<file path="config.mk">
export PLATFORM = sky130hd
export DESIGN_NAME = bus_capture_fifo_flat
export DESIGN_NICKNAME = d
export VERILOG_FILES = /design/src/rtl/bus_capture_fifo_pkg.sv /design/src/rtl/bus_capture_fifo_if.sv /design/src/rtl/bus_capture_fifo_sync_fifo.sv /design/src/rtl/bus_capture_fifo.sv /design/src/flat_wrapper.sv
export SDC_FILE = /design/constraint.sdc
export NUM_CORES = 1
export LEC_CHECK = 0
export BUFFER_PORTS_ARGS = -buffer_cell sky130_fd_sc_hd__buf_2
export CAP_MARGIN = 5
export CORE_MARGIN = 2
export CORE_UTILIZATION = 45
export CTS_CLUSTER_DIAMETER = 120
export DETAILED_ROUTE_END_ITERATION = 12
export PLACE_DENSITY_LB_ADDON = 0.1
export REMOVE_ABC_BUFFERS = 1
export SLEW_MARGIN = 20
export SYNTH_ARGS = -nofsm -noshare
export SYNTH_HDL_FRONTEND = slang
export SYNTH_HIERARCHICAL = 1
export SYNTH_SLANG_ARGS = --single-unit
export TNS_END_PERCENT = 50
</file>
<file path="constraint.sdc">
create_clock -name CP -period 1.9 [get_ports CP]
set_input_delay 0.285 -clock CP [delete_from_list [all_inputs] [get_ports CP]]
set_output_delay 0.285 -clock CP [all_outputs]
set_load 0.05 [all_outputs]
</file>
<file path="src/rtl/bus_capture_fifo_pkg.sv">
// Shared definitions for the bus capture block: FSM state encodings and
// pointer sizing helper. Used by bus_capture_fifo and sync_fifo.
package bus_capture_fifo_pkg;

  typedef enum logic [1:0] {
    ST_IDLE    = 2'd0,
    ST_ENABLE  = 2'd1,
    ST_SAMPLE  = 2'd2,
    ST_RELEASE = 2'd3
  } cap_state_e;

  // Settle counter is wide enough for SETTLE-1 with SETTLE up to 7.
  localparam int SETTLE_CNT_W = 3;

  // Bits needed to address DEPTH entries; at least 1 so a 1-bit pointer
  // still exists for tiny FIFOs.
  function automatic int ptr_width(input int depth);
    int w;
    w = 1;
    for (int i = 1; i < 16; i++) begin
      if ((1 << i) < depth) w = i + 1;
    end
    return w;
  endfunction

endpackage

</file>
<file path="src/rtl/bus_capture_fifo_if.sv">
// Handshake/bus bundle between the capture block and its environment.
// The capture block is the bus master: it owns OE_N toward the upstream
// register. With BUS_PARITY_EN defined, YP/PERR are added.
interface bus_capture_fifo_if #(
  parameter int WIDTH = 4,
  parameter int DEPTH = 4
);
  localparam int CW = $clog2(DEPTH) + 1;

  logic [WIDTH-1:0] Y;
  logic             OE_N;
  logic             REQ;
  logic             BUSY;
  logic [WIDTH-1:0] Q;
  logic             VALID;
  logic             RD;
  logic             FULL;
  logic [CW-1:0]    COUNT;
  logic             OVF;
`ifdef BUS_PARITY_EN
  logic             YP;
  logic             PERR;

  modport master (
    input  Y, YP, REQ, RD,
    output OE_N, BUSY, Q, VALID, FULL, COUNT, OVF, PERR
  );
  modport slave (
    output Y, YP, REQ, RD,
    input  OE_N, BUSY, Q, VALID, FULL, COUNT, OVF, PERR
  );
`else
  modport master (
    input  Y, REQ, RD,
    output OE_N, BUSY, Q, VALID, FULL, COUNT, OVF
  );
  modport slave (
    output Y, REQ, RD,
    input  OE_N, BUSY, Q, VALID, FULL, COUNT, OVF
  );
`endif

endinterface

</file>
<file path="src/rtl/bus_capture_fifo_sync_fifo.sv">
// Small synchronous FIFO for captured words. A pop on a full FIFO frees a
// slot on the same edge, so a simultaneous push is accepted. Read data is
// combinational from the head and forced to zero while empty.
module sync_fifo
  import bus_capture_fifo_pkg::*;
#(
  parameter int WIDTH = 4,
  parameter int DEPTH = 4
) (
  input  logic                        clk,
  input  logic                        rst_n,
  input  logic                        push_i,
  input  logic [WIDTH-1:0]            wdata_i,
  input  logic                        pop_i,
  output logic [WIDTH-1:0]            rdata_o,
  output logic                        full_o,
  output logic                        empty_o,
  output logic [ptr_width(DEPTH):0]   count_o
);
  localparam int PW = ptr_width(DEPTH);
  localparam int CW = PW + 1;

  logic [WIDTH-1:0] mem_q [DEPTH];
  logic [PW-1:0]    wr_ptr_q, wr_ptr_d;
  logic [PW-1:0]    rd_ptr_q, rd_ptr_d;
  logic [CW-1:0]    count_q, count_d;
  logic             do_push, do_pop;

  assign empty_o = (count_q == '0);
  assign full_o  = (count_q == CW'(DEPTH));
  assign count_o = count_q;
  assign rdata_o = empty_o ? '0 : mem_q[rd_ptr_q];

  assign do_pop  = pop_i & ~empty_o;
  assign do_push = push_i & (~full_o | do_pop);

  // Next pointer/count; pointers wrap naturally since DEPTH is a power of two.
  always_comb begin
    wr_ptr_d = wr_ptr_q;
    rd_ptr_d = rd_ptr_q;
    count_d  = count_q;
    if (do_push) wr_ptr_d = wr_ptr_q + 1'b1;
    if (do_pop)  rd_ptr_d = rd_ptr_q + 1'b1;
    case ({do_push, do_pop})
      2'b10:   count_d = count_q + 1'b1;
      2'b01:   count_d = count_q - 1'b1;
      default: count_d = count_q;
    endcase
  end

  // Pointer and occupancy registers.
  always_ff @(posedge clk) begin
    if (!rst_n) begin
      wr_ptr_q <= '0;
      rd_ptr_q <= '0;
      count_q  <= '0;
    end else begin
      wr_ptr_q <= wr_ptr_d;
      rd_ptr_q <= rd_ptr_d;
      count_q  <= count_d;
    end
  end

  // Storage array; contents need no reset because count gates visibility.
  always_ff @(posedge clk) begin
    if (do_push) mem_q[wr_ptr_q] <= wdata_i;
  end

endmodule

</file>
<file path="src/rtl/bus_capture_fifo.sv">
// Capture controller for a tri-state register bus: drives OE_N low, waits
// SETTLE cycles, samples Y, releases the bus and pushes the word into a
// FIFO read through VALID/RD. Optional BUS_PARITY_EN adds per-word parity
// error tracking (YP in, PERR out).
//
// state   | meaning
// IDLE    | bus released, waiting for REQ
// ENABLE  | OE_N low, settle counter running down
// SAMPLE  | OE_N low, Y captured and pushed on this edge
// RELEASE | OE_N high again, one turnaround cycle before IDLE
module bus_capture_fifo
  import bus_capture_fifo_pkg::*;
#(
  parameter int WIDTH  = 4,
  parameter int DEPTH  = 4,
  parameter int SETTLE = 1
) (
  input  logic              CP,
  input  logic              MR_N,
  bus_capture_fifo_if.master bus
);
  localparam int PW = ptr_width(DEPTH);
  localparam logic [SETTLE_CNT_W-1:0] SETTLE_LOAD = SETTLE_CNT_W'(SETTLE - 1);

`ifdef BUS_PARITY_EN
  localparam int FW = WIDTH + 1;
`else
  localparam int FW = WIDTH;
`endif

  cap_state_e              state_q;
  logic [SETTLE_CNT_W-1:0] cnt_q;
  logic                    oe_n_q;
  logic                    busy_q;
  logic                    ovf_q;

  logic          fifo_push;
  logic          fifo_full;
  logic          fifo_empty;
  logic [FW-1:0] fifo_wdata;
  logic [FW-1:0] fifo_rdata;
  logic [PW:0]   fifo_count;

  assign fifo_push = (state_q == ST_SAMPLE);

`ifdef BUS_PARITY_EN
  // Upstream drives odd parity, so a correct word has ^{Y,YP} == 1.
  assign fifo_wdata = {~(^{bus.Y, bus.YP}), bus.Y};
  assign bus.PERR   = fifo_rdata[WIDTH];
`else
  assign fifo_wdata = bus.Y;
`endif

  assign bus.Q     = fifo_rdata[WIDTH-1:0];
  assign bus.VALID = ~fifo_empty;
  assign bus.FULL  = fifo_full;
  assign bus.COUNT = fifo_count;
  assign bus.OVF   = ovf_q;
  assign bus.OE_N  = oe_n_q;
  assign bus.BUSY  = busy_q;

  sync_fifo #(
    .WIDTH (FW),
    .DEPTH (DEPTH)
  ) u_fifo (
    .clk     (CP),
    .rst_n   (MR_N),
    .push_i  (fifo_push),
    .wdata_i (fifo_wdata),
    .pop_i   (bus.RD),
    .rdata_o (fifo_rdata),
    .full_o  (fifo_full),
    .empty_o (fifo_empty),
    .count_o (fifo_count)
  );

  // Capture sequencer with registered OE_N/BUSY and sticky overflow flag.
  always_ff @(posedge CP) begin
    if (!MR_N) begin
      state_q <= ST_IDLE;
      cnt_q   <= '0;
      oe_n_q  <= 1'b1;
      busy_q  <= 1'b0;
      ovf_q   <= 1'b0;
    end else begin
      case (state_q)
        ST_IDLE: begin
          if (bus.REQ) begin
            state_q <= ST_ENABLE;
            cnt_q   <= SETTLE_LOAD;
            oe_n_q  <= 1'b0;
            busy_q  <= 1'b1;
          end
        end
        ST_ENABLE: begin
          if (cnt_q == '0) state_q <= ST_SAMPLE;
          else             cnt_q   <= cnt_q - 1'b1;
        end
        ST_SAMPLE: begin
          state_q <= ST_RELEASE;
          oe_n_q  <= 1'b1;
          // A same-edge read frees a slot, so only an unread full FIFO drops.
          if (fifo_full && !bus.RD) ovf_q <= 1'b1;
        end
        ST_RELEASE: begin
          state_q <= ST_IDLE;
          busy_q  <= 1'b0;
        end
        default: begin
          state_q <= ST_IDLE;
          oe_n_q  <= 1'b1;
          busy_q  <= 1'b0;
        end
      endcase
    end
  end

endmodule

</file>
<file path="src/flat_wrapper.sv">
// flat-port wrapper written by rule: the top's interface ports become plain ports
module bus_capture_fifo_flat import bus_capture_fifo_pkg::*;
#(
  parameter int WIDTH  = 4,
  parameter int DEPTH  = 4,
  parameter int SETTLE = 1
)
  (CP, MR_N, bus_Y, bus_REQ, bus_RD, bus_OE_N, bus_BUSY, bus_Q, bus_VALID, bus_FULL, bus_COUNT, bus_OVF);
  bus_capture_fifo_if #(.WIDTH(WIDTH), .DEPTH(DEPTH)) bus_i ();
  input  logic CP;
  input  logic MR_N;
  input wire logic [$bits(bus_i.Y)-1:0] bus_Y;
  input wire logic [$bits(bus_i.REQ)-1:0] bus_REQ;
  input wire logic [$bits(bus_i.RD)-1:0] bus_RD;
  output wire logic [$bits(bus_i.OE_N)-1:0] bus_OE_N;
  output wire logic [$bits(bus_i.BUSY)-1:0] bus_BUSY;
  output wire logic [$bits(bus_i.Q)-1:0] bus_Q;
  output wire logic [$bits(bus_i.VALID)-1:0] bus_VALID;
  output wire logic [$bits(bus_i.FULL)-1:0] bus_FULL;
  output wire logic [$bits(bus_i.COUNT)-1:0] bus_COUNT;
  output wire logic [$bits(bus_i.OVF)-1:0] bus_OVF;
  assign bus_i.Y = bus_Y;
  assign bus_i.REQ = bus_REQ;
  assign bus_i.RD = bus_RD;
  assign bus_OE_N = bus_i.OE_N;
  assign bus_BUSY = bus_i.BUSY;
  assign bus_Q = bus_i.Q;
  assign bus_VALID = bus_i.VALID;
  assign bus_FULL = bus_i.FULL;
  assign bus_COUNT = bus_i.COUNT;
  assign bus_OVF = bus_i.OVF;
  bus_capture_fifo #(.WIDTH(WIDTH), .DEPTH(DEPTH), .SETTLE(SETTLE)) u_core (.CP(CP), .MR_N(MR_N), .bus(bus_i));
endmodule
</file>
Yosys cells after proc, flatten, opt, wreduce, memory -nomap -nowiden. Memories as Yosys holds them, arrays and structs flattened. A register that Yosys moved wholly into a read port is not among the register bits. Index checks and enable logic that the tools add are counted.

Flip-flop bits (word level): 15. Bits in latches: 0. Memory bits (writable): 16. Bits in read-only memories: 0. Input bits: 8. Output and inout bits: 12. Logic and storage cells: 58. Memories kept: 1.

Memories: u_core.u_fifo.mem_q (words 4, width 4, read ports 1, clocked after Yosys merged registers in 1, wr ports 1, RTL line bus_capture_fifo_sync_fifo.sv:23) `logic [WIDTH-1:0] mem_q [DEPTH];`.

Add/sub/neg operators: 5. $mul: 0. Divide/modulo/power cells: 0. Order comparisons: 0. Equality and inequality tests: 9. Shift operators: 0. Mux-type cells: 16. Bitwise logic cells: 5. Reduce and logical (&&, ||, !) cells: 14.

Operators by type and width (count): $pmux W3 S2 (2); $mux W2 (4); $pmux W2 S4 (1); $reduce_and A2 Y1 (4); $reduce_bool A2 Y1 (4); $eq A2 B2 Y1 const B (3); $logic_not A3 Y1 (2); $mux W3 (2); $sub A3 B1 Y3 const B (2); $add A2 B1 Y2 const B (2); $eq A2 B1 Y1 const B (2); $mux W1 (4); $mux W4 (1); $ne A2 B2 Y1 const B (2); $pmux W1 S2 (2); $add A3 B1 Y3 const B (1); $eq A3 B3 Y1 const B (1); $reduce_and A3 Y1 (1); $and A1 B1 Y1 (2); $logic_not A2 Y1 (1); $ne A2 B1 Y1 const B (1); $not A1 Y1 (2); $logic_and A1 B1 Y1 (1); $logic_not A1 Y1 (1); $or A1 B1 Y1 (1).

Depth between registers and ports, before layout.
Depth after elaboration: 7. Mapped depth: 10. Mapped depth without buffers: 10.

Hierarchy. The synthesis kept the hierarchy.

Modules (own cells, without submodules): sync_fifo (instances 1, cells each 78, area an instance 1089.8 um2, seq. area each 660.6 um2); bus_capture_fifo (instances 1, cells each 52, area an instance 467.9 um2, seq. area each 160.2 um2).

Worst setup path before layout. Ideal clock, no wire load.

Kind: register to register. Start: register u_core.u_fifo.count_q[2], in the netlist u_core/u_fifo/count_o[2]. End: register u_core.u_fifo.count_q[2], in the netlist u_core/u_fifo/count_o[2]. Setup time: 76 ps. Arrival: 2965 ps. Required time: 1824 ps. Slack: -1141 ps. Stages on the path, launching flop included: 10. Path buffers: 0. Period minus slack after synthesis: 3041 ps. Path through: dfxtp_1 -> nor3b_2 -> a21boi_2 -> inv_1 -> ha_1 -> inv_1 -> fa_1 -> xor2_1 -> or3_1 -> a21boi_0.

Elaborated cells between the ends (all ways): 13. Classes of those cells: 2 x add/sub; 3 x eq/ne; 1 x mux; 5 x bitwise; 2 x reduce/logical.

RTL lines: from (decl) (RTL line bus_capture_fifo_sync_fifo.sv:26) `logic [CW-1:0] count_q, count_d;`; from (signal assigned) (RTL line bus_capture_fifo_sync_fifo.sv:60) `count_q <= count_d;`; $eq A3 B3 Y1 (*) (RTL line bus_capture_fifo_sync_fifo.sv:30) `assign full_o = (count_q == CW'(DEPTH));`; net bus_FULL (RTL line flat_wrapper.sv:19) `output wire logic [$bits(bus_i.FULL)-1:0] bus_FULL;`; $not A1 Y1 (*) (RTL line bus_capture_fifo_sync_fifo.sv:35) `assign do_push = push_i & (~full_o | do_pop);`; $or A1 B1 Y1 (*) (RTL line bus_capture_fifo_sync_fifo.sv:35); $and A1 B1 Y1 (*) (RTL line bus_capture_fifo_sync_fifo.sv:35); $eq A2 B1 Y1 or $eq A2 B2 Y1 (tied branches) (RTL line bus_capture_fifo_sync_fifo.sv:44) `case ({do_push, do_pop})`; $pmux W3 S2 or $reduce_bool A2 Y1 (tied branches).

Mark *: on every way through the listed nets, which the timed path passes. The rest lies on a longest branch. A chain may end at the register's enable or synchronous reset.

Worst setup path after layout.
Start: register u_core.state_q[0]. End: register u_core.u_fifo.count_q[2], in the netlist u_core/u_fifo/count_o[2].

Cells in the longest elaborated chain, start to end: 4. Elaborated cells between the ends (all ways): 6. Classes of those cells: 3 x eq/ne; 1 x mux; 1 x bitwise; 1 x reduce/logical.

RTL lines: from (decl) (RTL line bus_capture_fifo.sv:31) `cap_state_e state_q;`; from (signal assigned) (RTL line bus_capture_fifo.sv:80) `state_q <= ST_IDLE;`; from (signal assigned) (RTL line bus_capture_fifo.sv:89) `state_q <= ST_ENABLE;`; from (signal assigned) (RTL line bus_capture_fifo.sv:96) `if (cnt_q == '0) state_q <= ST_SAMPLE;`; $eq A2 B2 Y1 (*) (RTL line bus_capture_fifo.sv:44) `assign fifo_push = (state_q == ST_SAMPLE);`; net u_core.fifo_push (RTL line bus_capture_fifo.sv:37) `logic fifo_push;`; $and A1 B1 Y1 (*) (RTL line bus_capture_fifo_sync_fifo.sv:35); $eq A2 B1 Y1 or $eq A2 B2 Y1 (tied branches) (RTL line bus_capture_fifo_sync_fifo.sv:44); $pmux W3 S2 or $reduce_bool A2 Y1 (tied branches).

Marks and branches as above.

==> impl_results.md <==
- Critical path's largest stage delay: 0.35 ns
- Top cell type's share of synthesized area: 0.308
- Critical Path, Cell by Cell: inv_2 -> ha_4 -> a21boi_2 -> inv_1 -> ha_2 -> inv_2 -> fa_2 -> xor2_1 -> or3_1 -> a21boi_1
- Layout Skew: 0.00484 ns
- Final min period: 1.93 ns
- Reg clk slew, reported paths: 0.10 ns
- Final hold violation count: 0
- Largest net degree at the start of global routing: 13
- Routability cong.: 0.759
- Synthesized area: 1560 sq um
- CP dominant cell by count: inv_2
- Reg2reg start: u_core/state_q[0]
- Max-cap violation count: 0
- Worst setup margin: -0.0334 ns
- Area of the core: 3340 sq um
- Die Wd: 62.8 um
- Final Util: 0.586
- PD cells: 1350 nW/um^2
- Via density: 4.83
- Hold Path Depth: 1
- Mean post-synth cell area: 12.0 sq um
- Post-synthesis register bit count: 33
- Violated checks: negative setup slack
- Clock sinks: 33
- CP delay by family, top: adder cells
- N_diodes: 0
- Post-DP HPWL: 2.04 mm
- CP Buf/Inv Count: 3
- Starting density of the core: 0.467
- H-tree depth: 2
- Synth unique cells: 32
- Area Growth Syn to Fin: 25.5%
- Layout cells sized above 1: 0.363
- Non-Filler Instances: 217
- Placed Cells: 207
- Row count: 21
- Hold EP: u_core/u_fifo/mem_q[2][3]
- Pins Over Slew Limit: 0
- Post-DRT Antenna Nets: 0
- Slew @ Worst Pin: 0.254 ns
- WP data arrival: 2.20 ns
- Setup slack, reg-to-reg: -0.03 ns
- Worst-case clock buffer depth: 2
- Seq. cell area: 826 sq um
- # IOs: 20
- Multi-input gate area: 706 sq um
- CP endpoint kind: flip-flop
- CP max stage cell: dfxtp_2
- Gr busiest metal: met2
- Yosys warns: 6
- Req. time, crit path: 2.16 ns
- Status: complete, but fails checks
- DR iter-0 viols: 32
- Initial DRT Pass Iterations: 4
- Final setup violation count: 1
- Reg2reg end: u_core/u_fifo/count_o[2]
- Min-Delay Path Class: primary input to flip-flop
- Leak: 0.000802 uW
- Max VDD drop: 0.906 mV
- Total number of vias: 1049
- First-pass GRT wire length: 4.63 mm
- Crit path launch type: flip-flop
- CTS buffer count: 5
- Grt met1 use: 0.188
- Hold buffers post-CTS: 0
- CTS tree: done
- Root buffer cell: clkbuf_4
- Final period util: 1.02
- Max FO, Critical Path: 2
- Port Buffers: 19
- Register area share after synthesis: 0.527
- Residual DRC: 0
- DRT Wirelength: 2.68 mm
- GRT Util Overall: 0.154
- Filler cells: 305
- Mapped Cells: 130
- GRT met2 Usage: 0.250
- GRT Residual Overflow: 0
- Die Ht: 62.8 um
- Critical path type: flip-flop to flip-flop
- Avg WL per Cell: 12.3 um
- Met3 global-route usage: 0.0523
- Headroom to the max-slew limit: 0.832
- Min-delay src: bus_Y[3]
- Nets@finish: 191
- Worst Reg-to-Reg Cells: 10
- Leading post-synthesis cells by cell area: edfxtp_1, dfxtp_1, ha_1
- Antenna violations before repair: 0
- Die area: 3950 sq um
- Clk_lat worst skew: 0.33 ns
- Vias in the first global route: 1027
- Unrepaired setup endpoints after global routing: yes
- Fmax: 0.517 GHz
- Post-synth top area cell: edfxtp_1
## sequential cells by signal, summed over array words and instances (netlist names), named ones only
register                cells
u_core/bus.BUSY             1
u_core/bus.OE_N             1
u_core/bus.OVF              1
u_core/cnt_q                3
u_core/state_q              2
u_core/u_fifo/count_o       3
u_core/u_fifo/mem_q        16
u_core/u_fifo/rd_ptr_q      2
u_core/u_fifo/wr_ptr_q      2
## how the worst max path moves through the flow
stage / from / endpoint / slack [ns] / cells past startpoint
after global placement: u_core/state_q[0] / u_core/u_fifo/count_o[2] / -0.08 / 10
after global routing: u_core/state_q[0] / u_core/u_fifo/count_o[2] / -0.16 / 10
after floorplan: u_core/u_fifo/count_o[2] / u_core/u_fifo/count_o[2] / -1.14 / 9
after CTS: u_core/state_q[0] / u_core/u_fifo/count_o[2] / -0.05 / 10
final: u_core/state_q[0] / u_core/u_fifo/count_o[2] / -0.03 / 10
after detailed placement: u_core/state_q[0] / u_core/u_fifo/count_o[2] / -0.16 / 10
## stage by stage
stage / setup slack (ns) / total power (uW) / hold WS (ns) / setup TNS, ns / area [sq um]
2_1_floorplan: -1.14 / 1630 / 0.361 / -7.87 / 1550
3_3_place_gp: -0.0795 / 1940 / 0.442 / -0.0795 / 1810
3_5_place_dp: -0.159 / 1970 / 0.454 / -0.159 / 1810
4_1_cts: -0.0515 / 2660 / 0.146 / -0.122 / 1940
5_1_grt: -0.157 / 2800 / 0.149 / -0.388 / 1960
6_report: -0.0334 / 2630 / 0.163 / -0.0334 / 1960
## timing repair
item                                    in CTS  in global routing
gates resized for setup                     12                  1
endpoints found under the setup margin       5                  6
setup buffers                                0                  2
pin swaps                                    1                  0
## kinds of logic (layout without fill, tap and decap cells)
| group | count (synthesis) | in the layout | share of synthesized area |
|---|---|---|---|
| flip-flops | 33 | 33 | 0.527 |
| adder cells (fa/ha/maj) | 13 | 13 | 0.109 |
| XOR/XNOR | 2 | 2 | 0.0112 |
| AND/OR/NAND/NOR | 38 | 38 | 0.143 |
| buffers and inverters | 15 | 56 | 0.0369 |
| AO/OA/AOI/OAI | 20 | 20 | 0.0827 |
| multiplexers | 9 | 9 | 0.0900 |
## layout make-up
type	instances	area share
well taps	46	0.0294
clock inverters	3	0.0333
inverters	13	0.0250
repair buffers	35	0.110
flip-flops and latches	33	0.422
multi-input cells	82	0.361
clock buffers	5	0.0192
## power breakdown
part           switching [uW]  internal, uW
Clock                     234           407
Combinational             649           425
Sequential               76.1           844
Total                     959          1680
## synth_stat cells
| master | instances |
|---|---|
| mux2i_1 | 5 |
| nor2b_1 | 5 |
| nor3b_2 | 1 |
| and3b_1 | 1 |
| nand2_1 | 13 |
| buf_2 | 1 |
| or3_1 | 2 |
| mux4_2 | 4 |
| o21a_1 | 2 |
| and2_1 | 6 |
| nand2b_4 | 1 |
| nor2_1 | 3 |
| dfxtp_1 | 17 |
| a21boi_1 | 1 |
| nor3b_1 | 1 |
| nor3_2 | 1 |
| ha_1 | 12 |
| nand4_1 | 2 |
| xor2_1 | 1 |
| xnor2_1 | 1 |
| edfxtp_1 | 16 |
| a31oi_1 | 1 |
| a21boi_2 | 2 |
| fa_1 | 1 |
| a21oi_1 | 1 |
| or4b_1 | 1 |
| nand2b_1 | 1 |
| o22ai_1 | 2 |
| a21boi_0 | 2 |
| inv_1 | 13 |
| clkbuf_1 | 1 |
| o21ai_0 | 9 |
## cell usage in the layout (no fill, tap or decap), types with 2 or more instances in the layout
cell | Yosys | final
clkbuf_4 | 0 | 5
a21boi_1 | 1 | 2
ha_1 | 12 | 10
inv_2 | 0 | 2
or3_1 | 2 | 2
o21ai_0 | 9 | 9
inv_1 | 13 | 11
dfxtp_1 | 17 | 13
buf_4 | 0 | 16
mux2i_1 | 5 | 5
o21a_1 | 2 | 2
nand4_1 | 2 | 2
nand2_1 | 13 | 13
mux4_2 | 4 | 4
o22ai_1 | 2 | 2
and2_1 | 6 | 6
a21boi_2 | 2 | 2
dfxtp_2 | 0 | 4
nor2b_1 | 5 | 5
bufinv_16 | 0 | 2
nor2_1 | 3 | 2
edfxtp_1 | 16 | 16
buf_2 | 1 | 19
## layer usage
layer / share of wire / vias to the layer above
met5: 0 / -
met4: 0.019 / 0
met3: 0.041 / 6
met2: 0.48 / 16
met1: 0.46 / 496
li1: - / 531
Note: power is estimated with default switching activity, not from simulation.
